**src/rtl/csa_tree_pipe.sv**
```systemverilog
// ---------------------------------------------------------------------------
// csa_tree_pipe
//   Fully pipelined carry-save (3:2 compressor) adder tree summing DATA_N
//   operands of DATA_W bits (signed or unsigned), with a per-lane mask and a
//   valid/ready stream handshake. The whole pipe advances together; it stalls
//   only when the output holds a result that downstream has not taken.
//
// Ports
//   clk      in   clock, rising edge
//   rst_n    in   asynchronous active-low reset
//   i_valid  in   operand vector valid
//   o_ready  out  block can accept a vector this cycle
//   i_data   in   packed operands, lane k is i_data[k]
//   i_mask   in   bit k = 1 includes lane k, 0 forces it to zero
//   o_valid  out  result valid
//   i_ready  in   downstream accepts the result
//   o_data   out  sum of unmasked lanes, O_DATA_W bits (exact)
// ---------------------------------------------------------------------------
module csa_tree_pipe #(
    parameter  int DATA_W   = 8,
    parameter  int DATA_N   = 9,
    parameter  int SIGNED   = 0,
    localparam int O_DATA_W = DATA_W + ((DATA_N > 1) ? $clog2(DATA_N) : 1)
) (
    input  logic                             clk,
    input  logic                             rst_n,
    input  logic                             i_valid,
    output logic                             o_ready,
    input  logic [0:DATA_N-1][DATA_W-1:0]    i_data,
    input  logic [DATA_N-1:0]                i_mask,
    output logic                             o_valid,
    input  logic                             i_ready,
    output logic [O_DATA_W-1:0]              o_data
);

    // Rows remaining after a given number of 3:2 levels.
    function automatic int rows_after(input int n_in, input int unsigned levels);
        int n;
        n = n_in;
        for (int unsigned i = 0; i < levels; i++) begin
            if (n > 2) n = 2 * (n / 3) + n % 3;
        end
        return n;
    endfunction

    function automatic int num_stages(input int n_in);
        int n;
        int cnt;
        n   = n_in;
        cnt = 0;
        while (n > 2) begin
            n   = 2 * (n / 3) + n % 3;
            cnt = cnt + 1;
        end
        return cnt;
    endfunction

    // Row index of level lvl's first register inside the flat stage vector
    // (level 1 starts at row 0).
    function automatic int row_offset(input int n_in, input int unsigned lvl);
        int total;
        total = 0;
        for (int unsigned k = 1; k < lvl; k++) total += rows_after(n_in, k);
        return total;
    endfunction

    localparam int STAGES_N = num_stages(DATA_N);
    localparam int LATENCY  = STAGES_N + 1;

    logic                     adv_w;
    logic [LATENCY-1:0]       vld_q, vld_d;
    logic [O_DATA_W-1:0]      sum_q;
    logic [O_DATA_W-1:0]      row0_w, row1_w;
    logic [DATA_N-1:0][O_DATA_W-1:0] lane_w;

    // Advance depends only on the output stage, so bubbles flow rather than compress.
    assign adv_w   = ~vld_q[LATENCY-1] | i_ready;
    assign o_ready = adv_w;
    assign o_valid = vld_q[LATENCY-1];
    assign o_data  = sum_q;

    // Stage 0: extend each lane, then zero it if masked or if no vector is offered.
    for (genvar k = 0; k < DATA_N; k++) begin : g_lane
        logic [O_DATA_W-1:0] ext_w;
        if (SIGNED != 0) begin : g_sx
            assign ext_w = {{(O_DATA_W-DATA_W){i_data[k][DATA_W-1]}}, i_data[k]};
        end else begin : g_zx
            assign ext_w = {{(O_DATA_W-DATA_W){1'b0}}, i_data[k]};
        end
        assign lane_w[k] = ext_w & {O_DATA_W{i_mask[k] & i_valid}};
    end

    if (STAGES_N == 0) begin : g_no_tree
        assign row0_w = lane_w[0];
        if (DATA_N == 2) begin : g_two
            assign row1_w = lane_w[1];
        end else begin : g_one
            assign row1_w = '0;
        end
    end else begin : g_tree
        // Levels shrink in row count, so all level registers are exposed through
        // one flat vector with per-level offsets instead of a ragged array.
        localparam int TOT_ROWS = row_offset(DATA_N, STAGES_N + 1);
        localparam int LAST_OFF = row_offset(DATA_N, STAGES_N);
        logic [TOT_ROWS*O_DATA_W-1:0] stg_w;

        for (genvar lv = 1; lv <= STAGES_N; lv++) begin : g_lvl
            localparam int N_IN    = rows_after(DATA_N, lv - 1);
            localparam int N_OUT   = rows_after(DATA_N, lv);
            localparam int N_TRI   = N_IN / 3;
            localparam int N_LEFT  = N_IN % 3;
            localparam int OUT_OFF = row_offset(DATA_N, lv);

            logic [N_IN-1:0][O_DATA_W-1:0]  in_w;
            logic [N_OUT-1:0][O_DATA_W-1:0] rows_d, rows_q;

            if (lv == 1) begin : g_first
                assign in_w = lane_w;
            end else begin : g_next
                assign in_w = stg_w[row_offset(DATA_N, lv - 1)*O_DATA_W +: N_IN*O_DATA_W];
            end

            always_comb begin
                rows_d = '0;
                for (int unsigned t = 0; t < N_TRI; t++) begin
                    rows_d[2*t]   = in_w[3*t] ^ in_w[3*t+1] ^ in_w[3*t+2];
                    rows_d[2*t+1] = ((in_w[3*t]   & in_w[3*t+1]) |
                                     (in_w[3*t]   & in_w[3*t+2]) |
                                     (in_w[3*t+1] & in_w[3*t+2])) << 1;
                end
                for (int unsigned j = 0; j < N_LEFT; j++) begin
                    rows_d[2*N_TRI+j] = in_w[3*N_TRI+j];
                end
            end

            always_ff @(posedge clk or negedge rst_n) begin
                if (!rst_n) begin
                    rows_q <= '0;
                end else if (adv_w) begin
                    rows_q <= rows_d;
                end
            end

            assign stg_w[OUT_OFF*O_DATA_W +: N_OUT*O_DATA_W] = rows_q;
        end

        assign row0_w = stg_w[LAST_OFF*O_DATA_W +: O_DATA_W];
        assign row1_w = stg_w[(LAST_OFF+1)*O_DATA_W +: O_DATA_W];
    end

    always_comb begin
        vld_d    = vld_q << 1;
        vld_d[0] = i_valid;
    end

    always_ff @(posedge clk or negedge rst_n) begin
        if (!rst_n) begin
            vld_q <= '0;
            sum_q <= '0;
        end else if (adv_w) begin
            vld_q <= vld_d;
            sum_q <= row0_w + row1_w;
        end
    end

endmodule

```
**config.mk**
```make
export PLATFORM = sky130hd
export DESIGN_NAME = csa_tree_pipe
export DESIGN_NICKNAME = d
export VERILOG_FILES = /design/src/rtl/csa_tree_pipe.sv
export SDC_FILE = /design/constraint.sdc
export NUM_CORES = 1
export LEC_CHECK = 0
export CAP_MARGIN = 5
export CELL_PAD_IN_SITES_DETAIL_PLACEMENT = 1
export CELL_PAD_IN_SITES_GLOBAL_PLACEMENT = 1
export CORE_MARGIN = 4
export CORE_UTILIZATION = 44
export CTS_BUF_LIST = sky130_fd_sc_hd__clkbuf_4 sky130_fd_sc_hd__clkbuf_8
export DETAILED_ROUTE_END_ITERATION = 10
export GPL_TIMING_DRIVEN = 0
export PLACE_DENSITY_LB_ADDON = 0.1
export SLEW_MARGIN = 5
export SYNTH_ARGS = -nofsm -noshare
export SYNTH_HDL_FRONTEND = slang
export SYNTH_SLANG_ARGS = --single-unit
```
**constraint.sdc**
```tcl
create_clock -name clk -period 2.04 [get_ports clk]
set_input_delay 0.204 -clock clk [delete_from_list [all_inputs] [get_ports clk]]
set_output_delay 0.204 -clock clk [all_outputs]
set_load 0.005 [all_outputs]
```
# Yosys cells after proc, flatten, opt, wreduce, memory -nomap -nowiden
# Index checks and enable logic that the tools add are counted.
dict set report totals {
  reg_bits 189
}
dict set report op_classes {
  add_sub_neg 1
  n_bitwise 69
}
# op n
set op_table {}
lappend op_table {{$and A11 B11 Y11} 21}
lappend op_table {{$xor A12 B12 Y12} 14}
lappend op_table {{$or A11 B11 Y11} 14}
lappend op_table {{$and A8 B12 Y12} 9}
lappend op_table {{$add A12 B12 Y12} 1}
lappend op_table {{$and A1 B1 Y1} 9}
lappend op_table {{$not A1 Y1} 1}
lappend op_table {{$or A1 B1 Y1} 1}

# Longest topological paths before layout
dict set report logic_depth {
  ltp_word 5
  mapped_depth 8
}

# Worst setup path after synthesis
# No wires, ideal clock.
dict set report synth_path {
  kind {register -> register}
  start {register g_tree.g_lvl[4].rows_q (netlist bit row0_w[2])}
  end {register sum_q[10], in the netlist o_data[10]}
  setup_ns 0.122
  arrival_ns 1.593
  path_slack_ns 0.326
  stages_incl_launch_ff 9
  path_buffers 0
  path_cell_list {dfrtp_1 -> ha_1 -> inv_1 -> fa_1 -> nor2b_4 -> o31a_1 -> o221ai_2 -> mux2i_1 -> nand2_1}
}
dict set report synth_via {
  elab_chain_cells 1
}
# item line
set synth_lines {}
lappend synth_lines {{start, declared} 115} ;# logic [N_OUT-1:0][O_DATA_W-1:0] rows_d, rows_q;
lappend synth_lines {{start signal, assigned} 140} ;# rows_q <= rows_d;
lappend synth_lines {{$add A12 B12 Y12} 162} ;# sum_q <= row0_w + row1_w;
lappend synth_lines {{end signal, assigned} 162}
lappend synth_lines {{end, declared} 72} ;# logic [O_DATA_W-1:0] sum_q;
# No other way between the ends.
# A chain may end at the register's enable or synchronous reset.

# Final worst setup path
dict set report layout_path {
  start {register vld_q[4]}
  end {output port o_ready}
}
dict set report layout_via {
  elab_chain_cells 2
}
# item line
set layout_lines {}
lappend layout_lines {{start, declared} 71} ;# logic [LATENCY-1:0] vld_q, vld_d;
lappend layout_lines {{start signal, assigned} 161} ;# vld_q <= vld_d;
lappend layout_lines {{$not A1 Y1} 77} ;# assign adv_w = ~vld_q[LATENCY-1] | i_ready;
lappend layout_lines {{$or A1 B1 Y1} 77}
lappend layout_lines {{end, declared} 28} ;# output logic o_ready,
# No other way between the ends.

==> flow_summary.ini <==
[status]
status = finished, final reports clean

[synthesis]
synth_fa_ha_area_frac = 0.169
yosysWarnings = 0
synth_ff_type = dfrtp_1
synth_edf_count = 0
netlist_instances = 781
yosysSeqAreaShare = 0.490
syn_avg_cell_area_um2 = 9.41
synth_compound_area_frac = 0.0271
synth-simple-area-share = 0.280
syn_nets = 933
syn_area_um2 = 7350
synth-seq-cells = 144
synth-xor-area-share = 0.00238
async_flop_share = 1.00
synth_top_family_by_area = simple AND/OR/NAND/NOR gates
synthMuxAreaShare = 0.00136
yosysUniqueCellTypes = 34

[clocking]
cts-buffers-inserted = 17
cts_sinks = 144
htree_levels = 4
path_clk_slew_ps = 80
cts_tree = built
insertion_delay_ps = 450
cts_buffer_depth = 2
cts-root-buf = clkbuf_8

[grt]
grt_pass1_vias = 6393
track_usage = 0.234
antenna_found_initial = 0
grt_overflow_total = 0
grt_pass1_wl_um = 33400
grt_max_degree = 77

[routing]
wirelength_um = 20300
drc = 0
antenna_left = 0
first_pass_iters = 4
wl_per_cell_um = 18.0
wl_met1_um = 8740
met2WireLength_um = 10400
wl_met3_um = 859
viasPerCell = 5.01
via_count = 5656
first_iter_violations = 208
top_layer = met4

[flow_run]
maxCapViolations = 0

[sta]
whs_ps = 359
slew_headroom = 0.517
fin_crit_ps = 1970
slew_viol_final = 0
finalCritPeriodShare = 0.965
tightest_slew_ps = 724
setup_viol = 0
fmax_ghz = 0.508
rsz0062_at_grt = false
fin_skew_ps = 10.3
final_hold_viol_count = 0

[worst_setup_path]
crit_start = vld_q[4]
critPathCaptureType = primary output
reg2reg_from = row0_w[2]
critPathMaxFanout = 10
rr_worst_depth = 8
critPathRequiredTime_ps = 1840
critPathLaunchType = flip-flop
reg2reg_slack_ps = 100
arrival_ps = 1760
path_class = reg -> out

[finish]
diodes = 0
area_growth_pct = 23.3
fin_nets = 1051
layout-drive-gt1-share = 0.0768
fin_util = 0.563

[floorplanning]
die_w_um = 137
start_util = 0.456
die_h_um = 137
io_pins = 99
dieArea_um2 = 18800
num_rows = 46
core_um2 = 16100

[placed_design]
port_buffers = 97
gp_congestion = 0.908
hpwl_um = 16000

[pwr]
p_total_mw = 10.1
powerDensity_nw_per_um2 = 1110
p_leak_nw = 4.97
vdd_drop_max_uv = 461

[worst_hold_path]
hp-class = in -> async
cell usage after synthesis (2+ instances only):
| master | number | area share |
|---|---|---|
| o21a_1 | 2 | 0.0020 |
| a21o_1 | 2 | 0.0020 |
| fa_1 | 54 | 0.15 |
| ha_1 | 13 | 0.022 |
| o21ai_0 | 3 | 0.0020 |
| xor2_1 | 2 | 0.0024 |
| o21ai_1 | 8 | 0.0054 |
| nor3b_1 | 3 | 0.0031 |
| inv_1 | 4 | 0.0020 |
| clkbuf_1 | 9 | 0.0046 |
| a211oi_1 | 2 | 0.0020 |
| and3_1 | 72 | 0.061 |
| buf_2 | 29 | 0.020 |
| a21oi_1 | 6 | 0.0041 |
| dfrtp_1 | 144 | 0.49 |
| nor2_1 | 7 | 0.0036 |
| nand2_1 | 404 | 0.21 |
metrics by stage:
step	setup TNS, ps	instance area (µm²)	cells	worst slack (ps)
CTS	0	9060	1128	49.6
global route	0	9070	1128	0.310
finish	0	9070	1128	71.5
detailed placement	-31.9	8620	1095	-31.9
global placement	-703480	8590	1094	-4900
floorplan	0	7350	781	326
final cells by class:
| class | instances | area, µm² |
|---|---|---|
| Sequential cell | 144 | 3600 |
| Inverter | 5 | 18.8 |
| Tap cell | 216 | 270 |
| Buffer | 39 | 199 |
| Multi-Input combinational cell | 592 | 3530 |
| Fill cell | 1852 | 7050 |
| Timing Repair Buffer | 100 | 1020 |
| Clock inverter | 10 | 134 |
| Clock buffer | 22 | 290 |
repair_timing:
action,in CTS,in global routing
endpoints found under the setup margin,1,2
buffers inserted,1,0
hold endpoints to repair,75,0
gates resized for setup,2,1
pin swaps,0,1
hold buffers,1,0
worst max-delay path, stage by stage (launching register included):
cell and delay (ps):
dfrtp_1 340, nor2b_1 260, inv_2 90, buf_6 160, clkdlybuf4s50_1 450
power breakdown:
part	switching [mW]	total [mW]	leakage [nW]	internal, mW
registers	0.600	4.29	1.89	3.69
clock network	1.07	2.40	0.215	1.33
logic	1.98	3.40	2.87	1.42
total	3.65	10.1	4.97	6.44
kinds of logic (layout without fill, tap and decap cells):
| group | count (synthesis) | after routing |
|---|---|---|
| flops | 144 | 144 |
| compound gates | 30 | 30 |
| xor+xnor | 2 | 2 |
| fa+ha+maj | 67 | 67 |
| mux | 1 | 1 |
| simple gates | 492 | 492 |
| buf+inv | 45 | 176 |
registers in the layout (all words and copies together), names as in the netlist:
name / cells
row1_w: 9
g_tree.g_lvl.rows_q: 108
row0_w: 10
o_data: 12
vld_q: 5
final timing paths:
check,to
worst min register to register,row1_w[8]
max in group asynchronous,g_tree.g_lvl[1].rows_q[53]
min in group clk,vld_q[0]
worst min-delay path,o_data[11]
worst max-delay path,o_ready
worst max register to register,o_data[10]
layout by cell type, fill, tap and decap left out, types with 2 or more instances in the layout:
master and n:
a211oi_1 2, and3_1 72, xor2_1 2, a21o_1 2, clkinvlp_4 2, fa_1 53
o21ai_1 8, bufinv_16 3, clkbuf_4 2, clkdlybuf4s50_1 96, buf_6 3, buf_2 27
dfrtp_1 144, inv_1 4, a21oi_1 6, nor3b_1 3, ha_1 13, clkbuf_8 20
clkbuf_1 9, o21a_1 2, o21ai_0 3, nand2_1 404, clkinv_2 4, buf_4 2
nor2_1 7
routing by layer:
| metal | track usage | up-vias |
|---|---|---|
| li1 | - | 2707 |
| met1 | 0.291 | 2774 |
| met2 | 0.414 | 142 |
| met3 | 0.0464 | 33 |
| met4 | 0.0682 | 0 |
| met5 | 0 | - |
No activity file was read; power rests on OpenSTA's default activity.
==> variant 1, RTL diff (same flow settings) <==
Change the parameter `SIGNED` from 0 to 1.
--- a/src/rtl/csa_tree_pipe.sv
+++ b/src/rtl/csa_tree_pipe.sv
@@ -20,5 +20,5 @@
     parameter  int DATA_W   = 8,
     parameter  int DATA_N   = 9,
-    parameter  int SIGNED   = 0,
+    parameter  int SIGNED   = 1,
     localparam int O_DATA_W = DATA_W + ((DATA_N > 1) ? $clog2(DATA_N) : 1)
 ) (
Function: changed (Yosys sat finds a counterexample within 10 cycles, from zero or initial values and one cycle with rst_n low).
==> variant 1 against the unedited design <==
Worst setup slack improved by 48 ps; sequential cell count rose by 5; register-to-register slack improved by 20 ps; wire length rose by 2.9%; synthesized area rose by 3.7%; total power rose by 7.3%; hold slack got worse by 36 ps; combinational power rose by 15%; final area rose by 3.4%; critical endpoint is now o_data[8]$_DFFE_PN0P_.
==> variant 1: results (changes against the unedited design) <==
Status
  • Status: finished, final reports clean

Setup path
  • CP max FO: 3 (-7)
  • Arr. time, crit path: 2230 ps (+470 ps)

Global route
  • First-pass GRT wire length: 35580 microns (+6.5%)
  • Largest net degree at the start of global routing: 83 (+7.8%)
  • Vias in the first global route: 6852 (+7.2%)
  • Initial antenna violation count: 0 (unchanged)
  • GRT Overall Usage: 23.00% (-0.41 points)

Layout
  • Layout cells sized above 1: 6.363% (-1.3 points)
  • Most flops, register: g_tree.g_lvl.rows_q
  • Multi-input gate area: 0.003742 sq mm (+5.9%)
  • Nets: 1086 (+3.3%)
  • Antenna Diode Count: 0 (unchanged)
  • Fillers: 1911 (+3.2%)
  • Max FFs per register: 111 (+2.8%)

Yosys
  • Async S/R FF share, synth: 100.0% (unchanged)
  • Post-synthesis sequential area ratio: 48.92% (-0.096 points)
  • Synth top cells by count: nand2_1 (429), dfrtp_1 (149), and3_1 (72)
  • Synth warnings: 0 (unchanged)
  • EDFF count, synth: 0 (unchanged)
  • Post-synth net total: 967 (+3.6%)
  • Post-synth cell types: 35 (+2.9%)
  • Area contributors post-synth: dfrtp_1 (49%), nand2_1 (21%), fa_1 (15%)

Pwr
  • VDD IR-drop max: 0.0005242 V (+14%)
  • Leakage: 5.047 nW (+1.5%)

Placed design
  • I/O Buffers: 97 (unchanged)
  • Pre-CTS setup slack: -484.2 ps (-452.2 ps)
  • Dpl hpwl: 16640 microns (+4.2%)
  • Placer congestion estimate: 0.8892 (-2.1%)
  • Placement Cell Area: 0.008897 sq mm (+3.2%)

Clock tree
  • H-tree levels: 4 (unchanged)
  • Root buffer cell: clkbuf_8
  • CTS max path bufs: 2 (unchanged)
  • Clk pin slew, worst setup/hold paths: 80 ps (about the same)
  • CTS Buf Count: 17 (unchanged)
  • Clock Latency Late Sink: 450 ps (about the same)

Timing
  • Slew @ Worst Pin: 647.2 ps (-76.72 ps)
  • Min setup slack post-route: 119.6 ps (+48.08 ps)
  • Hold Slack: 322.6 ps (-36.01 ps)
  • Final clock skew: 8.043 ps (-2.233 ps)

Route
  • Vias/cell: 5.071 (+1.1%)
  • DRC Markers: 0 (unchanged)
  • WL per Instance: 17.99 microns (-0.22%)
  • Drt pass-1 iters: 4 (unchanged)
  • First DRT Iteration DRCs: 219 (+5.3%)

Hold path
  • Min-Delay Path Class: input pin to async pin
-- variant 1: report_power, final --
group	switching (mW)	internal (mW)
logic	2.28	1.64
registers	0.750	3.91
clock network	1.11	1.14
total	4.14	6.69
-- variant 1: per-layer routing --
| metal | vias to the layer above | global-route usage (%) | wire length, microns |
|---|---|---|---|
| li1 | 2787 | - | - |
| met1 | 2929 | 28.77 | 8749 |
| met2 | 143 | 41.15 | 10890 |
| met3 | 39 | 3.362 | 752 |
| met4 | 0 | 7.547 | 527 |
| met5 | - | 0 | 0 |
-- variant 1: critical path: stages, from the launching register on --
cell      delay [ps]
dfrtp_1          420
ha_4             190
fa_2             390
a211oi_4         260
o21ai_1          110
a21oi_1          170
xor2_1           160
o21ai_0           90
-- variant 1: area by class of cell --
| class | instances | share of cell area (%) |
|---|---|---|
| plain buffers | 40 | 2.069 |
| clock buffers | 20 | 2.803 |
| clock inverters | 12 | 1.402 |
| inverters | 2 | 0.1602 |
| multi-input cells | 619 | 39.93 |
| flip-flops and latches | 149 | 39.78 |
| well taps | 220 | 2.937 |
| repair buffers | 101 | 10.92 |
-- variant 1: path summary, 6_finish.rpt --
check / endpoint / depth (start not counted) / from
max reg2reg: o_data[8]$_DFFE_PN0P_ / 7 / row0_w[2]$_DFFE_PN0P_
max: o_data[8]$_DFFE_PN0P_ / 7 / row0_w[2]$_DFFE_PN0P_
min in group clk: row0_w[1]$_DFFE_PN0P_ / 2 / row0_w[1]$_DFFE_PN0P_
min reg2reg: row0_w[1]$_DFFE_PN0P_ / 2 / row0_w[1]$_DFFE_PN0P_
max in group asynchronous: g_tree.g_lvl[2].rows_q[14]$_DFFE_PN0P_ / 3 / rst_n
min: o_data[7]$_DFFE_PN0P_ / 2 / rst_n
-- variant 1: repair_timing --
action                                  CTS  global route
buffers inserted                          1             1
endpoints found under the hold margin    67             0
cloned                                    0             0
resized for setup                        13             3
pin swaps                                 1             6
hold buffers                              1             0
endpoints found under the setup margin    3             3
-- variant 1: cell families after synthesis --
| logic type | after synthesis | share of synthesized area, % |
|---|---|---|
| AOI/OAI and AO/OA | 29 | 2.610 |
| xor gates and xnor gates | 6 | 0.6894 |
| adders and majority gates | 71 | 17.47 |
| buffers and inverters | 43 | 2.380 |
| DFF | 149 | 48.92 |
| and+or+nand+nor | 513 | 27.94 |
-- variant 1: metrics by stage --
step,std cells,setup TNS [ps]
floorplan,811,0
global placement,1128,-756510
detailed placement,1129,-891.8
CTS,1162,0
global route,1163,0
finish,1163,0
==> variant 2, RTL diff (same settings) <==
Without the edit above. Make the reset (`rst_n`) synchronous in 2 clocked blocks. Comments in the files are not updated.
--- a/src/rtl/csa_tree_pipe.sv
+++ b/src/rtl/csa_tree_pipe.sv
@@ -134,5 +134,5 @@
             end
 
-            always_ff @(posedge clk or negedge rst_n) begin
+            always_ff @(posedge clk) begin
                 if (!rst_n) begin
                     rows_q <= '0;
@@ -154,5 +154,5 @@
     end
 
-    always_ff @(posedge clk or negedge rst_n) begin
+    always_ff @(posedge clk) begin
         if (!rst_n) begin
             vld_q <= '0;
Behaviour: not the same (Yosys sat finds a counterexample within 10 cycles, from zero or initial values and one cycle with rst_n low; the reset may be asserted at any time).
==> variant 2 against the unedited design <==
Worst setup slack gained 15 ps; synthesized cell count grew 3.2%; cell count grew 1.9%; non-clock buffer count grew 12; sequential cell count is the same; clock skew grew 2.6 ps; via count grew 7.6%; wire length grew 8.0%; synthesized area shrank 0.99%; global-route usage grew 1.6 points; final area shrank 1.6%; critical path depth is the same; critical endpoint unchanged.
Power is not compared: it rests on default switching activity, and its combinational part moved more than twofold at a synthesized area within 25%.
==> variant 2: results (changes against the unedited design) <==
Yosys
  • Post-synth net total: 958 (+2.7%)
  • Post-synthesis sequential area ratio: 39.60% (-9.4 points)
  • Post-synth cell types: 43 (+26%)
  • Async S/R FF share, synth: 0% (-100 points)
  • Post-Syn Instances: 806 (+3.2%)
  • Area contributors post-synth: dfxtp_1 (40%), fa_1 (15%), nand2_1 (14%)
  • Synth warnings: 0 (unchanged)
  • Most used DFF post-synth: dfxtp_1
  • Synth top cells by count: nand2_1 (270), dfxtp_1 (144), a21boi_1 (108)

Setup path
  • Worst Setup SP: vld_q[4]$_SDFFE_PN0P_
  • Reg2reg start: row0_w[2]$_SDFFE_PN0P_
  • Arr. time, crit path: 1750 ps
  • CP top delay family: buffers and inverters
  • CP max FO: 19 (+9)
  • CP max stage cell: clkdlybuf4s50_1
  • Worst path max stage delay: 520 ps (+70 ps)

Hold path
  • Min-delay src: rst_n
  • Min-Delay Path Class: input pin to flop

Global route
  • Vias in the first global route: 6801 (+6.4%)
  • First-pass GRT wire length: 35720 microns (+6.9%)
  • Met3 GRT Util: 4.706% (+0.067 points)
  • GR Util met2: 44.74% (+3.3 points)
  • GRT Overall Usage: 25.05% (+1.6 points)
  • Largest net degree at the start of global routing: 20 (-74%)
  • Initial antenna violation count: 1 (+1)
  • Met1 Track Usage GR: 30.00% (+0.85 points)

Placed design
  • Placer congestion estimate: 0.8904 (-2.0%)
  • I/O Buffers: 96 (-1.0%)
  • Placement Cell Area: 0.008511 sq mm (-1.3%)
  • Pre-CTS setup slack: -44.27 ps (-12.36 ps)
  • Dpl hpwl: 17530 microns (+9.7%)

Clock tree
  • Clk pin slew, worst setup/hold paths: 80 ps (about the same)
  • H-tree levels: 4 (unchanged)
  • Root buffer cell: clkbuf_8
  • CTS Buf Count: 17 (unchanged)
  • CTS max path bufs: 2 (unchanged)
  • Clock Latency Late Sink: 460 ps

Pwr
  • VDD IR-drop max: 0.0003891 V
  • Internal power: 4.520 mW

Layout
  • Layout cells sized above 1: 6.752% (-0.92 points)
  • Antenna Diode Count: 0 (unchanged)
  • Max FFs per register: 108 (unchanged)
  • Nets: 1072 (+2.0%)

Timing
  • Slew @ Worst Pin: 716.7 ps (-7.216 ps)
  • Final clock skew: 12.85 ps (+2.570 ps)

Route
  • Vias/cell: 5.298 (+5.7%)
  • Drt pass-1 iters: 5 (+1)
  • Met2 WL post-DR: 11170 microns (+7.8%)
  • First DRT Iteration DRCs: 210 (+0.96%)
  • Top Layer Used: met4
  • WL per Instance: 19.11 microns (+6.0%)
  • DRT met1 WL: 9314 microns (+6.5%)
  • Final wirelength: 21960 microns (+8.0%)
  • Met3 wire length: 890 microns (+3.6%)

Status
  • Status: finished, final reports clean
[variant 2: cell types whose count changed after synthesis, sizes merged, moves of 6 or more]
cell / unedited run / this run
a21boi: 0 / 134
o21ai: 11 / 5
dfrtp: 144 / 0
nand2: 404 / 270
clkbuf: 9 / 30
dfxtp: 0 / 144
[variant 2: layout make-up]
type,count,area [sq um]
clock inverter,14,165.2
clock buffer,18,247.7
inverter,4,22.52
multi-input combinational,602,4136
tap,216,270.3
fill,1830,7132
timing repair buffer,96,960.9
buffer,55,240.2
sequential,144,2883
[variant 2: repair_timing]
item / 4_1_cts / 5_1_grt
endpoints found under the setup margin: 1 / 1
gates cloned: 0 / 0
resized for setup: 2 / 1
setup buffers: 0 / 0
[variant 2: path summary, 6_finish.rpt]
kind / endpoint / slack [ps] / cells past startpoint
min: g_tree.g_lvl[1].rows_q[20]$_SDFFE_PN0P_ / 100 / 2
max: o_ready / 90 / 4
min reg2reg: row1_w[5]$_SDFFE_PN0P_ / 460 / 2
max reg2reg: o_data[10]$_SDFFE_PN0P_ / 140 / 7
[variant 2: cells by family after synthesis]
logic type                 count (synthesis)  share of synthesized area, %
buffers and inverters                     60                         3.575
adders and majority gates                 67                         17.09
AOI/OAI and AO/OA                        165                         17.09
DFF                                      144                         39.60
muxes                                      1                        0.1375
and+or+nand+nor                          369                         22.52
[variant 2: power by group through the flow]
stage          registers [mW]  clock network [mW]  logic, mW
2_1_floorplan            3.05                   0      0.342
4_1_cts                  3.00                2.40      0.693
6_report                 3.00                2.36      0.691
3_3_place_gp             3.06                   0      0.663
3_5_place_dp             3.07                   0      0.684
5_1_grt                  3.02                2.52      0.769
